===== src/rtl/os_input_buf.sv =====
// Oversampled polyphase input buffer: stores the sample stream in a RAM and
// replays overlapping M-sample windows (hop D), newest sample first.
module os_input_buf #(
    parameter int M     = 8,
    parameter int D     = 6,
    parameter int WIDTH = 16,
    parameter int DEPTH = 16
) (
    input  logic             clk,
    input  logic             rst_n,
    input  logic [WIDTH-1:0] din,
    input  logic             din_valid,
    output logic             din_ready,
    output logic [WIDTH-1:0] dout,
    output logic             dout_valid,
    output logic             dout_last
);

    localparam int AW = $clog2(DEPTH);
    localparam int CW = AW + 1;
    localparam int JW = (M > 1) ? $clog2(M) : 1;

    localparam logic [CW-1:0] M_C     = CW'(M);
    localparam logic [CW-1:0] D_C     = CW'(D);
    localparam logic [CW-1:0] DEPTH_C = CW'(DEPTH);
    localparam logic [CW-1:0] ONE_C   = CW'(1);
    localparam logic [JW-1:0] J_TOP   = JW'(M - 1);
    localparam logic [JW-1:0] J_ONE   = JW'(1);

    typedef enum logic {
        IDLE,
        EMIT
    } state_t;

    state_t           state_q, state_d;
    logic [CW-1:0]    wr_cnt_q, wr_cnt_d;
    logic [CW-1:0]    base_q, base_d;
    logic [JW-1:0]    j_q, j_d;
    logic [WIDTH-1:0] dout_q, dout_d;
    logic             dout_valid_q, dout_valid_d;
    logic             dout_last_q, dout_last_d;

    logic [WIDTH-1:0] mem [DEPTH];
    logic [CW-1:0]    occ;
    logic [CW-1:0]    occ_after;
    logic             accept;
    logic             rd_en;
    logic [AW-1:0]    rd_addr;

    // Counters carry one extra bit so full and empty stay distinguishable.
    assign occ       = wr_cnt_q - base_q;
    assign occ_after = wr_cnt_q - base_q - D_C;
    assign din_ready = rst_n & (occ < DEPTH_C);
    assign accept    = din_valid & din_ready;
    assign rd_addr   = base_q[AW-1:0] + AW'(j_q);

    always_comb begin
        state_d      = state_q;
        wr_cnt_d     = wr_cnt_q;
        base_d       = base_q;
        j_d          = j_q;
        rd_en        = 1'b0;
        if (accept) begin
            wr_cnt_d = wr_cnt_q + ONE_C;
        end
        unique case (state_q)
            IDLE: begin
                if (occ >= M_C) begin
                    state_d = EMIT;
                    j_d     = J_TOP;
                end
            end
            EMIT: begin
                rd_en = 1'b1;
                if (j_q == '0) begin
                    base_d = base_q + D_C;
                    j_d    = J_TOP;
                    if (occ_after < M_C) begin
                        state_d = IDLE;
                    end
                end else begin
                    j_d = j_q - J_ONE;
                end
            end
            default: state_d = IDLE;
        endcase
        dout_d       = rd_en ? mem[rd_addr] : dout_q;
        dout_valid_d = rd_en;
        dout_last_d  = rd_en & (j_q == '0);
    end

    always_ff @(posedge clk or negedge rst_n) begin
        if (!rst_n) begin
            state_q      <= IDLE;
            wr_cnt_q     <= '0;
            base_q       <= '0;
            j_q          <= J_TOP;
            dout_q       <= '0;
            dout_valid_q <= 1'b0;
            dout_last_q  <= 1'b0;
        end else begin
            state_q      <= state_d;
            wr_cnt_q     <= wr_cnt_d;
            base_q       <= base_d;
            j_q          <= j_d;
            dout_q       <= dout_d;
            dout_valid_q <= dout_valid_d;
            dout_last_q  <= dout_last_d;
        end
    end

    // Sample storage needs no reset; stale words are never read.
    always_ff @(posedge clk) begin
        if (accept) begin
            mem[wr_cnt_q[AW-1:0]] <= din;
        end
    end

    assign dout       = dout_q;
    assign dout_valid = dout_valid_q;
    assign dout_last  = dout_last_q;

endmodule


===== config.mk =====
export PLATFORM = sky130hd
export DESIGN_NAME = os_input_buf
export DESIGN_NICKNAME = d
export VERILOG_FILES = /design/src/rtl/os_input_buf.sv
export SDC_FILE = /design/constraint.sdc
export NUM_CORES = 1
export LEC_CHECK = 0
export BUFFER_PORTS_ARGS = -buffer_cell sky130_fd_sc_hd__buf_4
export CAP_MARGIN = 15
export CORE_MARGIN = 4
export CORE_UTILIZATION = 35
export CTS_CLUSTER_SIZE = 30
export DETAILED_ROUTE_END_ITERATION = 8
export PLACE_DENSITY = 0.58
export SLEW_MARGIN = 10
export SYNTH_ARGS = -nofsm -noshare
export SYNTH_HDL_FRONTEND = slang
export SYNTH_SLANG_ARGS = --single-unit

===== constraint.sdc =====
create_clock -name clk -period 4.5 [get_ports clk]
set_clock_uncertainty 0.2 [all_clocks]
set_input_delay 0.225 -clock clk [delete_from_list [all_inputs] [get_ports clk]]
set_output_delay 0.225 -clock clk [all_outputs]
set_load 0.02 [all_outputs]

== Yosys cells after proc, flatten, opt, wreduce, memory -nomap -nowiden ==
Memory sizes are Yosys's and may differ from the RTL's. A register that Yosys moved wholly into a read port is not among the register bits.
Index checks and enable logic that the tools add are counted.
Storage, ports and cells
  flip-flop bits (word level): 16
  bits in writable memories: 256
  bits of input ports: 19
  output and inout port bits: 19
  logic and storage cells: 34
  memories: 1
Memories
  mem: depth 16, bits a word 16, read ports 1, clocked after memory_dff 1, wr ports 1, RTL line 43  | logic [WIDTH-1:0] mem [DEPTH];
Operators by class
  add/sub/neg operators: 6
  $lt $le $gt $ge: 3
  equal/unequal tests: 1
  muxes and demuxes: 10
  bitwise operators: 4
  reductions and logical operators: 3
Operators with widths (number)
  two-way mux 1 bit: 6
  two-way mux 3 bit: 2
  case mux 3 bit (2 select lines): 1
  adder 5 x 1 -> 5 bit (second input constant): 1
  adder 5 x 3 -> 5 bit (second input constant): 1
  greater-or-equal comparator 5 x 4 -> 1 bit (second input constant): 1
  < comparator 5 x 4 -> 1 bit (second input constant): 1
  < comparator 5 bit (second input constant): 1
  subtractor 5 x 3 -> 5 bit (second input constant): 1
  subtractor 5 bit: 1
  adder 4 x 3 -> 4 bit: 1
  bitwise AND 1 bit: 3
  zero test 3 bit: 1
  subtractor 3 x 1 -> 3 bit (second input constant): 1
  != test 2 bit (second input constant): 1
  case mux 1 bit (2 select lines): 1
  AND reduction 2 bit: 1
  zero test 1 bit: 1
  NOT 1 bit: 1

== Longest topological paths before layout ==
Gate-level depths: netlist of the first run.
  depth after elaboration: 6
  depth in mapped cells: 8
  mapped depth without buffers: 7

== Worst setup path after synthesis of the first run ==
OpenSTA, ideal clock, no wires.
  path kind: register to register
  start point: register base_q[3]
  end point: memory mem[2][0] (enable)
  setup time: 0.430 ns
  arrival time: 3.183 ns
  required time: 3.870 ns
  setup slack: 0.687 ns
  stages on the path, launching flop included: 8
  buffers on the path: 1
  period minus slack after synthesis: 3.813 ns
  cells stage by stage: dfrtp_1 inv_1 ha_1 and3b_1 nor4_1 nor2_1 clkbuf_1 nor4_1
On the way
  cells in the longest elaborated chain, start to end: 6
Ends and longest elaborated chain
  start, declared: RTL line 37  | logic [CW-1:0] base_q, base_d;
  start signal, assigned: RTL line 104  | base_q <= base_d;
  subtractor 5 bit: RTL line 51  | assign occ = wr_cnt_q - base_q;
  < comparator 5 bit: RTL line 53  | assign din_ready = rst_n & (occ < DEPTH_C);
  bitwise AND 1 bit: RTL line 53
  bitwise AND 1 bit: RTL line 54  | assign accept = din_valid & din_ready;
  two-way mux 1 bit: RTL line 114  | if (accept) begin
  two-way mux 1 bit (not written as such): RTL line 115  | mem[wr_cnt_q[AW-1:0]] <= din;
  end, declared: RTL line 43
Every way passes these cells.

== Worst setup path in the final report of the first run ==
  start point: register wr_cnt_q[3]
  end point: memory mem[6][3] (enable)
On the way
  cells in the longest elaborated chain, start to end: 6
Ends and longest elaborated chain
  start, declared: RTL line 36  | logic [CW-1:0] wr_cnt_q, wr_cnt_d;
  start signal, assigned: RTL line 103  | wr_cnt_q <= wr_cnt_d;
  subtractor 5 bit: RTL line 51
  < comparator 5 bit: RTL line 53
  bitwise AND 1 bit: RTL line 53
  bitwise AND 1 bit: RTL line 54
  two-way mux 1 bit: RTL line 114
  two-way mux 1 bit (not written as such): RTL line 115
Several ways; a longest one is shown, not always the timed one.

==> results of run 1 <==
final cells by class:
| cell class | count | area share |
|---|---|---|
| Sequential cell | 287 | 0.6341 |
| Multi-Input combinational cell | 229 | 0.2037 |
| Clock buffer | 34 | 0.05576 |
| Timing Repair Buffer | 78 | 0.04892 |
| Tap cell | 402 | 0.03767 |
| Clock inverter | 20 | 0.01528 |
| Inverter | 16 | 0.004498 |
metal layers:
layer | wire [um] | vias up | track usage | share of wire
li1 | - | 2424 | - | -
met1 | 10580 | 2910 | 0.1918 | 0.42
met2 | 12450 | 133 | 0.2347 | 0.50
met3 | 1371 | 35 | 0.02587 | 0.055
met4 | 530 | 0 | 0.03360 | 0.021
met5 | 0 | - | 0 | 0
registers in the layout, summed over array words and instances (netlist names):
| register | flops |
|---|---|
| dout_valid | 1 |
| dout_last | 1 |
| dout | 16 |
| wr_cnt_q | 5 |
| state_q | 1 |
| mem | 256 |
| base_q | 4 |
| j_q | 3 |
worst max-delay path, stage by stage, from the launching register on:
cell and delay (ns):
sky130_fd_sc_hd__dfrtp_1 0.52, sky130_fd_sc_hd__ha_1 0.43, sky130_fd_sc_hd__and3b_1 0.22, sky130_fd_sc_hd__nor4_1 0.36, sky130_fd_sc_hd__nor2_1 0.09, sky130_fd_sc_hd__buf_4 0.21, sky130_fd_sc_hd__nor3_2 0.52, sky130_fd_sc_hd__buf_4 0.41
power breakdown:
group          total, mW  internal (mW)  switching, mW  leakage [nW]
clock network       2.39           1.41          0.981         0.466
registers           3.35           3.18          0.177          2.67
logic               3.93           1.88           2.05          1.50
layout by cell type, fill, tap and decap left out, types with 3 or more instances in the layout:
master / synthesis / final
sky130_fd_sc_hd__mux4_2: 62 / 62
sky130_fd_sc_hd__nand2_1: 7 / 7
sky130_fd_sc_hd__nor3_2: 0 / 10
sky130_fd_sc_hd__clkbuf_1: 4 / 5
sky130_fd_sc_hd__a31oi_1: 3 / 3
sky130_fd_sc_hd__xor2_1: 3 / 3
sky130_fd_sc_hd__nor4_2: 0 / 3
sky130_fd_sc_hd__dfrtp_1: 28 / 28
sky130_fd_sc_hd__a211oi_1: 3 / 3
sky130_fd_sc_hd__a211o_1: 15 / 15
sky130_fd_sc_hd__dfstp_2: 3 / 3
sky130_fd_sc_hd__buf_4: 3 / 59
sky130_fd_sc_hd__xnor2_1: 9 / 9
sky130_fd_sc_hd__clkinv_1: 0 / 4
sky130_fd_sc_hd__bufinv_16: 0 / 4
sky130_fd_sc_hd__clkbuf_16: 0 / 29
sky130_fd_sc_hd__dlygate4sd3_1: 0 / 17
sky130_fd_sc_hd__nor2_1: 37 / 35
sky130_fd_sc_hd__a21oi_1: 3 / 3
sky130_fd_sc_hd__edfxtp_1: 256 / 256
sky130_fd_sc_hd__mux2i_1: 33 / 33
sky130_fd_sc_hd__clkinv_2: 0 / 9
sky130_fd_sc_hd__ha_1: 11 / 10
sky130_fd_sc_hd__inv_1: 14 / 14
synth_stat cells (3+ instances only):
cell type                  number  area (um2)
sky130_fd_sc_hd__a211o_1       15       131.4
sky130_fd_sc_hd__a211oi_1       3       22.52
sky130_fd_sc_hd__a21oi_1        3       15.01
sky130_fd_sc_hd__a31oi_1        3       18.77
sky130_fd_sc_hd__buf_1          9       33.78
sky130_fd_sc_hd__buf_2          5       25.02
sky130_fd_sc_hd__buf_4          3       22.52
sky130_fd_sc_hd__clkbuf_1       4       15.01
sky130_fd_sc_hd__dfrtp_1       28       700.7
sky130_fd_sc_hd__dfstp_2        3       78.83
sky130_fd_sc_hd__edfxtp_1     256        7687
sky130_fd_sc_hd__ha_1          11       137.6
sky130_fd_sc_hd__inv_1         14       52.55
sky130_fd_sc_hd__mux2i_1       33       330.3
sky130_fd_sc_hd__mux4_2        62        1396
sky130_fd_sc_hd__nand2_1        7       26.28
sky130_fd_sc_hd__nor2_1        37       138.9
sky130_fd_sc_hd__nor3_1        11       55.05
sky130_fd_sc_hd__nor4_1         5       31.28
sky130_fd_sc_hd__xnor2_1        9       78.83
sky130_fd_sc_hd__xor2_1         3       26.28
worst paths after layout:
path	slack [ns]	startpoint	cells after the start	endpoint
worst max-delay path	1.22	wr_cnt_q[3]	7	mem[6][3]
worst min-delay path	0.02	rst_n	2	base_q[1]
worst max register to register	1.22	wr_cnt_q[3]	7	mem[6][3]
worst min register to register	0.29	dout[12]	1	dout[12]
max in group asynchronous	3.68	rst_n	2	dout[3]
min in group clk	0.05	din_valid	5	wr_cnt_q[3]
what timing repair did:
item / 4_1_cts / 5_1_grt
setup endpoints to repair: 0 / 0
hold endpoints to repair: 287 / 0
hold buffers: 17 / 0
logic make-up (layout without fill, tap and decap cells):
kind of cell	Yosys count	count (layout)
flip-flops	287	287
AND/OR/NAND/NOR	73	73
AO/OA/AOI/OAI	35	35
buffers and inverters	41	148
multiplexers	96	96
adder cells (fa/ha/maj)	13	13
XOR/XNOR	12	12
metrics by stage:
step                      hold WS (ns)  std cells  utilization  instance area, um2
after floorplan                -0.2706        557            -               11320
after global placement         0.05698        995       0.3857               12230
after detailed placement       0.06587        995       0.3857               12230
after CTS                      0.03231       1066       0.4209               13350
after global routing           0.07497       1066       0.4209               13350
final                          0.02221       1066       0.4209               13350
==> impl_metrics.prom, run 1 <==
# TYPE chip_impl_metric gauge
chip_impl_metric{name="fp.dieW",unit="um"} 187.9
chip_impl_metric{name="hold_violations_final",unit=""} 0
chip_impl_metric{name="post-route-worst-setup-slack",unit="ns"} 1.218
chip_impl_metric{name="globalRouteOverflowTotal",unit=""} 0
chip_impl_metric{name="global_route_wire_length_before_repair",unit="mm"} 37.31
chip_impl_metric{name="cts.sinks",unit=""} 287
chip_impl_metric{name="ant_nets",unit=""} 0
chip_impl_metric{name="cp_data_arrival_time",unit="ns"} 3.30
chip_impl_metric{name="die_h",unit="um"} 187.9
chip_impl_metric{name="cts_max_path_buffers",unit=""} 3
chip_impl_metric{name="design.core.area",unit="mm2"} 0.03172
chip_impl_metric{name="synth_fa_ha_area_frac",unit=""} 0.01569
chip_impl_metric{name="routabilityCongestion",unit=""} 0.7698
chip_impl_metric{name="synth-simple-area-share",unit=""} 0.02973
chip_impl_metric{name="final_layout_size_suffix_gt1_frac",unit=""} 0.2892
chip_impl_metric{name="nNetsFinal",unit=""} 673
chip_impl_metric{name="required",unit="ns"} 4.52
chip_impl_metric{name="finalWorstPathRequiredPeriod",unit="ns"} 3.282
chip_impl_metric{name="crit_fanout",unit=""} 14
chip_impl_metric{name="cts_inserted_buffers",unit=""} 29
chip_impl_info{name="criticalPathCategory",value="reg -> reg"} 1
chip_impl_metric{name="synth-async-reset-ratio",unit=""} 0.1080
chip_impl_metric{name="worst_slew_margin_rel",unit=""} 0.2855
chip_impl_metric{name="grt_start_max_net_pins",unit=""} 38
chip_impl_metric{name="worst-slew-pin-transition",unit="ns"} 1.069
chip_impl_metric{name="wirelength",unit="mm"} 24.93
chip_impl_metric{name="compound_gate_fraction_of_synth_area",unit=""} 0.02420
chip_impl_metric{name="hpwlAfterDp",unit="mm"} 13.70
chip_impl_metric{name="area_of_the_multi_input_gates",unit="mm2"} 0.002720
chip_impl_metric{name="post_synthesis_cell_area",unit="mm2"} 0.01132
chip_impl_metric{name="num_io_pins",unit=""} 38
chip_impl_metric{name="fill_cells",unit=""} 2741
chip_impl_metric{name="diodes",unit=""} 0
chip_impl_metric{name="route.vias.total",unit=""} 5502
chip_impl_metric{name="dpl_worst_slack",unit="ns"} 1.225
chip_impl_metric{name="floorplan.rows",unit=""} 65
chip_impl_metric{name="h-tree-depth",unit=""} 1
chip_impl_metric{name="synth-edff-count",unit=""} 256
chip_impl_metric{name="cts_post_setup_buffers_inserted",unit=""} 0
chip_impl_metric{name="power_leakage",unit="nW"} 4.635
chip_impl_metric{name="fp.dieArea",unit="mm2"} 0.03529
chip_impl_metric{name="ir_drop",unit="V"} 0.0005181
chip_impl_info{name="outcome",value="finished, final reports clean"} 1
chip_impl_info{name="combinational_family_with_the_most_area_after_synthesis",value="multiplexers"} 1
chip_impl_info{name="clock_tree.root_cell",value="sky130_fd_sc_hd__clkbuf_16"} 1
chip_impl_metric{name="post-route-period-util",unit=""} 0.7292
chip_impl_info{name="min_path_type",value="in -> async"} 1
chip_impl_metric{name="drv_cap",unit=""} 0
chip_impl_metric{name="ys.warnings.count",unit=""} 0
chip_impl_info{name="startpoint_type",value="register"} 1
chip_impl_metric{name="synth.area.mux_share",unit=""} 0.1535
chip_impl_metric{name="drt_iter0_drc",unit=""} 377
chip_impl_metric{name="routed_wire_length_per_instance",unit="um"} 23.39
chip_impl_metric{name="grt_antenna_before_repair",unit=""} 0
chip_impl_metric{name="initial_utilization",unit=""} 0.3569
chip_impl_metric{name="grt_pass1_vias",unit=""} 5851
chip_impl_metric{name="first_pass_iters",unit=""} 5
chip_impl_info{name="ys_dominant_reg_cell",value="sky130_fd_sc_hd__edfxtp_1"} 1
chip_impl_metric{name="area_growth",unit="%"} 17.94
chip_impl_metric{name="grtUsageTotal",unit=""} 0.1401
chip_impl_metric{name="synth.yosys.seq_area_share",unit=""} 0.7479
chip_impl_metric{name="finalMaxSlewViolations",unit=""} 0
chip_impl_info{name="grt_setup_unrepaired",value="no"} 1
chip_impl_metric{name="post_synthesis_net_count",unit=""} 589
chip_impl_metric{name="cts.reportedPaths.clkPinSlew",unit="ns"} 0.06
chip_impl_metric{name="post_cts_resized",unit=""} 0
chip_impl_metric{name="ys_ff_latch",unit=""} 287
chip_impl_metric{name="fmax",unit="MHz"} 304.7
chip_impl_metric{name="power_density",unit="mW/mm2"} 724.7
chip_impl_metric{name="regArea",unit="mm2"} 0.008467
chip_impl_metric{name="drc",unit=""} 0
chip_impl_info{name="worstSetupEndpointType",value="register"} 1
chip_impl_metric{name="total_power",unit="mW"} 9.675
chip_impl_metric{name="post_synth_num_cell_types",unit=""} 43
chip_impl_metric{name="clk_latency_worst_skew_pair",unit="ns"} 0.54
chip_impl_metric{name="port_buffers",unit=""} 37
chip_impl_metric{name="setup_tns",unit="ns"} 0
chip_impl_metric{name="post_synthesis_share_of_cell_area_spent_on_xor_and_xnor_gates",unit=""} 0.009284
chip_impl_metric{name="number_of_vias_per_cell",unit=""} 5.161
chip_impl_metric{name="syn-mean-instance-area",unit="um2"} 20.32
chip_impl_metric{name="synth_cells",unit=""} 557
chip_impl_info{name="clock_tree_from_tritoncts",value="built"} 1
chip_impl_metric{name="setup_viol",unit=""} 0
(Power assumes the default switching activity.)
==> run 2: changes to the inputs <==
==> constraint.sdc (replaced) <==
create_clock -name clk -period 3.42 [get_ports clk]
set_clock_uncertainty 0.2 [all_clocks]
set_input_delay 0.171 -clock clk [delete_from_list [all_inputs] [get_ports clk]]
set_output_delay 0.171 -clock clk [all_outputs]
set_load 0.02 [all_outputs]
==> impl_metrics.prom, run 2 (synthesis gave the netlist of run 1 again) <==
# TYPE chip_impl_metric gauge
chip_impl_metric{name="hpwlAfterDp",unit="mm"} 14.91
chip_impl_metric{name="drc",unit=""} 0
chip_impl_metric{name="grtUsageTotal",unit=""} 0.1415
chip_impl_metric{name="cts_max_path_buffers",unit=""} 3
chip_impl_metric{name="routed_wire_length_per_instance",unit="um"} 23.09
chip_impl_info{name="critical_path_slowest_stage_cell",value="sky130_fd_sc_hd__dfrtp_1"} 1
chip_impl_metric{name="critical_path_buf_inv_count",unit=""} 1
chip_impl_metric{name="die_h",unit="um"} 187.9
chip_impl_metric{name="power.internal",unit="mW"} 8.761
chip_impl_metric{name="route.vias.total",unit=""} 5607
chip_impl_metric{name="power.clock.fraction",unit=""} 0.251
chip_impl_metric{name="diodes",unit=""} 0
chip_impl_metric{name="cts.sinks",unit=""} 287
chip_impl_metric{name="fin_area",unit="mm2"} 0.01357
chip_impl_metric{name="setup_viol",unit=""} 0
chip_impl_info{name="worstSetupEndpointType",value="output port"} 1
chip_impl_metric{name="power.switching",unit="mW"} 4.231
chip_impl_metric{name="floorplan.rows",unit=""} 65
chip_impl_metric{name="post_cts_resized",unit=""} 0
chip_impl_metric{name="reg2reg_depth",unit=""} 7
chip_impl_metric{name="area_growth",unit="%"} 19.91
chip_impl_info{name="clock_tree_from_tritoncts",value="built"} 1
chip_impl_metric{name="num_io_pins",unit=""} 38
chip_impl_metric{name="grt_pass1_vias",unit=""} 5949
chip_impl_info{name="grt_setup_unrepaired",value="no"} 1
chip_impl_metric{name="power_density",unit="mW/mm2"} 957.1
chip_impl_metric{name="ir_drop",unit="V"} 0.0004622
chip_impl_metric{name="seq_power_share",unit=""} 0.338
chip_impl_metric{name="wirelength",unit="mm"} 25.05
chip_impl_info{name="outcome",value="finished, final reports clean"} 1
chip_impl_info{name="critical_path.top_delay_family",value="flip-flops"} 1
chip_impl_metric{name="first_pass_iters",unit=""} 6
chip_impl_metric{name="drv_cap",unit=""} 0
chip_impl_metric{name="globalRouteOverflowTotal",unit=""} 0
chip_impl_info{name="highest-signal-layer",value="met4"} 1
chip_impl_metric{name="worst-slew-pin-transition",unit="ns"} 0.7925
chip_impl_metric{name="final-instance-count-excl-fill",unit=""} 1085
chip_impl_metric{name="detailroute.wirelength.met3",unit="mm"} 1.375
chip_impl_metric{name="global_route_wire_length_before_repair",unit="mm"} 37.94
chip_impl_metric{name="final_layout_size_suffix_gt1_frac",unit=""} 0.3001
chip_impl_metric{name="worst-path-stages",unit=""} 6
chip_impl_info{name="min_path_type",value="in -> async"} 1
chip_impl_metric{name="fp.dieArea",unit="mm2"} 0.03529
chip_impl_metric{name="worst_slew_margin_rel",unit=""} 0.4700
chip_impl_metric{name="initial_utilization",unit=""} 0.3569
chip_impl_metric{name="required",unit="ns"} 3.05
chip_impl_metric{name="wl_met2",unit="mm"} 12.35
chip_impl_metric{name="sw_frac_of_total",unit=""} 0.3257
chip_impl_metric{name="post-route-worst-setup-slack",unit="ns"} 0.3812
chip_impl_metric{name="h-tree-depth",unit=""} 1
chip_impl_metric{name="numPlacedInstances",unit=""} 1010
chip_impl_metric{name="ant_nets",unit=""} 0
chip_impl_info{name="criticalPathCategory",value="reg -> out"} 1
chip_impl_metric{name="routabilityCongestion",unit=""} 0.7528
chip_impl_metric{name="whs",unit="ns"} 0.03996
chip_impl_info{name="cp_cell_sequence",value="ha_1 -> a21oi_1 -> nand2_1 -> xnor2_1 -> and2_1 -> buf_4"} 1
chip_impl_metric{name="total_power",unit="mW"} 12.99
chip_impl_metric{name="setup_tns",unit="ns"} 0
chip_impl_metric{name="dpl_worst_slack",unit="ns"} 0.5455
chip_impl_metric{name="power_leakage",unit="nW"} 4.751
chip_impl_metric{name="crit_fanout",unit=""} 9
chip_impl_metric{name="number_of_vias_per_cell",unit=""} 5.168
chip_impl_metric{name="post-route-period-util",unit=""} 0.8885
chip_impl_info{name="final_common_cell",value="sky130_fd_sc_hd__edfxtp_1"} 1
chip_impl_metric{name="nNetsFinal",unit=""} 691
chip_impl_metric{name="drt-met1-wl",unit="mm"} 10.92
chip_impl_metric{name="cts_inserted_buffers",unit=""} 30
chip_impl_metric{name="port_buffers",unit=""} 37
chip_impl_metric{name="final_util",unit=""} 0.4280
chip_impl_metric{name="drt_iter0_drc",unit=""} 503
chip_impl_metric{name="cts.reportedPaths.clkPinSlew",unit="ns"} 0.06
chip_impl_metric{name="finalWorstPathRequiredPeriod",unit="ns"} 3.039
chip_impl_metric{name="cp_data_arrival_time",unit="ns"} 2.67
chip_impl_metric{name="largest_register_ffs",unit=""} 256
chip_impl_metric{name="fp.dieW",unit="um"} 187.9
chip_impl_metric{name="finalMaxSlewViolations",unit=""} 0
chip_impl_metric{name="comb_power_share",unit=""} 0.411
chip_impl_metric{name="grt_antenna_before_repair",unit=""} 0
chip_impl_metric{name="clk_latency_worst_skew_pair",unit="ns"} 0.54
chip_impl_metric{name="fmax",unit="MHz"} 329.1
chip_impl_info{name="highest_count_cells_in_the_layout_ignoring_fill_and_taps",value="sky130_fd_sc_hd__edfxtp_1, sky130_fd_sc_hd__buf_4, sky130_fd_sc_hd__mux4_2"} 1
chip_impl_info{name="startpoint_type",value="register"} 1
chip_impl_metric{name="hold_violations_final",unit=""} 0
chip_impl_metric{name="critical_path_s_largest_stage_delay",unit="ns"} 0.60
chip_impl_metric{name="placedInstanceArea",unit="mm2"} 0.01238
chip_impl_metric{name="grt_start_max_net_pins",unit=""} 31
chip_impl_metric{name="design.core.area",unit="mm2"} 0.03172
chip_impl_info{name="clock_tree.root_cell",value="sky130_fd_sc_hd__clkbuf_16"} 1
[run 2: cell count changes in the layout (fill, tap and decap cells not counted), sizes merged]
cell | previous run | this run
buf | 61 | 76
clkbuf | 34 | 39
clkinv | 13 | 9
clkinvlp | 2 | 3
dlygate4sd3 | 17 | 19
[run 2: layout make-up]
| class | count | area, um2 |
|---|---|---|
| clock inverters | 17 | 188.9 |
| inverters | 16 | 60.06 |
| repair buffers | 95 | 810.8 |
| clock buffers | 39 | 815.8 |
| fillers | 2764 | 18140 |
| multi-input cells | 229 | 2729 |
| well taps | 402 | 503.0 |
| flip-flops and latches | 287 | 8467 |
[run 2: timing repair]
action,in CTS,in global routing
buffers inserted,0,0
hold buffers,19,0
hold endpoints to repair,288,0
[run 2: worst paths after layout]
path / start / endpoint / slack, ns
worst min register to register: dout[1] / dout[1] / 0.31
worst max-delay path: wr_cnt_q[3] / din_ready / 0.38
min in group clk: din[1] / mem[11][1] / 0.27
worst min-delay path: rst_n / dout_valid / 0.04
max in group asynchronous: rst_n / dout[5] / 1.85
worst max register to register: wr_cnt_q[3] / mem[5][5] / 0.49
[run 2: per-layer routing]
metal  vias up  track usage
met2       156       0.2378
li1       2456            -
met1      2962       0.1978
met4         0      0.02626
met5         -            0
met3        33      0.02383
[run 2: power by group through the flow]
stage	Clock (mW)	Sequential (mW)	Combinational (mW)
2_1_floorplan	0	4.51	3.90
4_1_cts	3.34	4.40	5.44
3_5_place_dp	0	4.47	5.40
3_3_place_gp	0	4.46	5.30
5_1_grt	3.50	4.43	5.81
6_report	3.26	4.39	5.34
[run 2: worst register-to-register path: stages (launching register included)]
cell and delay [ns]:
sky130_fd_sc_hd__dfrtp_1 0.60, sky130_fd_sc_hd__ha_1 0.37, sky130_fd_sc_hd__and3b_1 0.22, sky130_fd_sc_hd__nor4_1 0.36, sky130_fd_sc_hd__nor2_1 0.10, sky130_fd_sc_hd__buf_4 0.22, sky130_fd_sc_hd__nor3_2 0.22, sky130_fd_sc_hd__buf_4 0.31
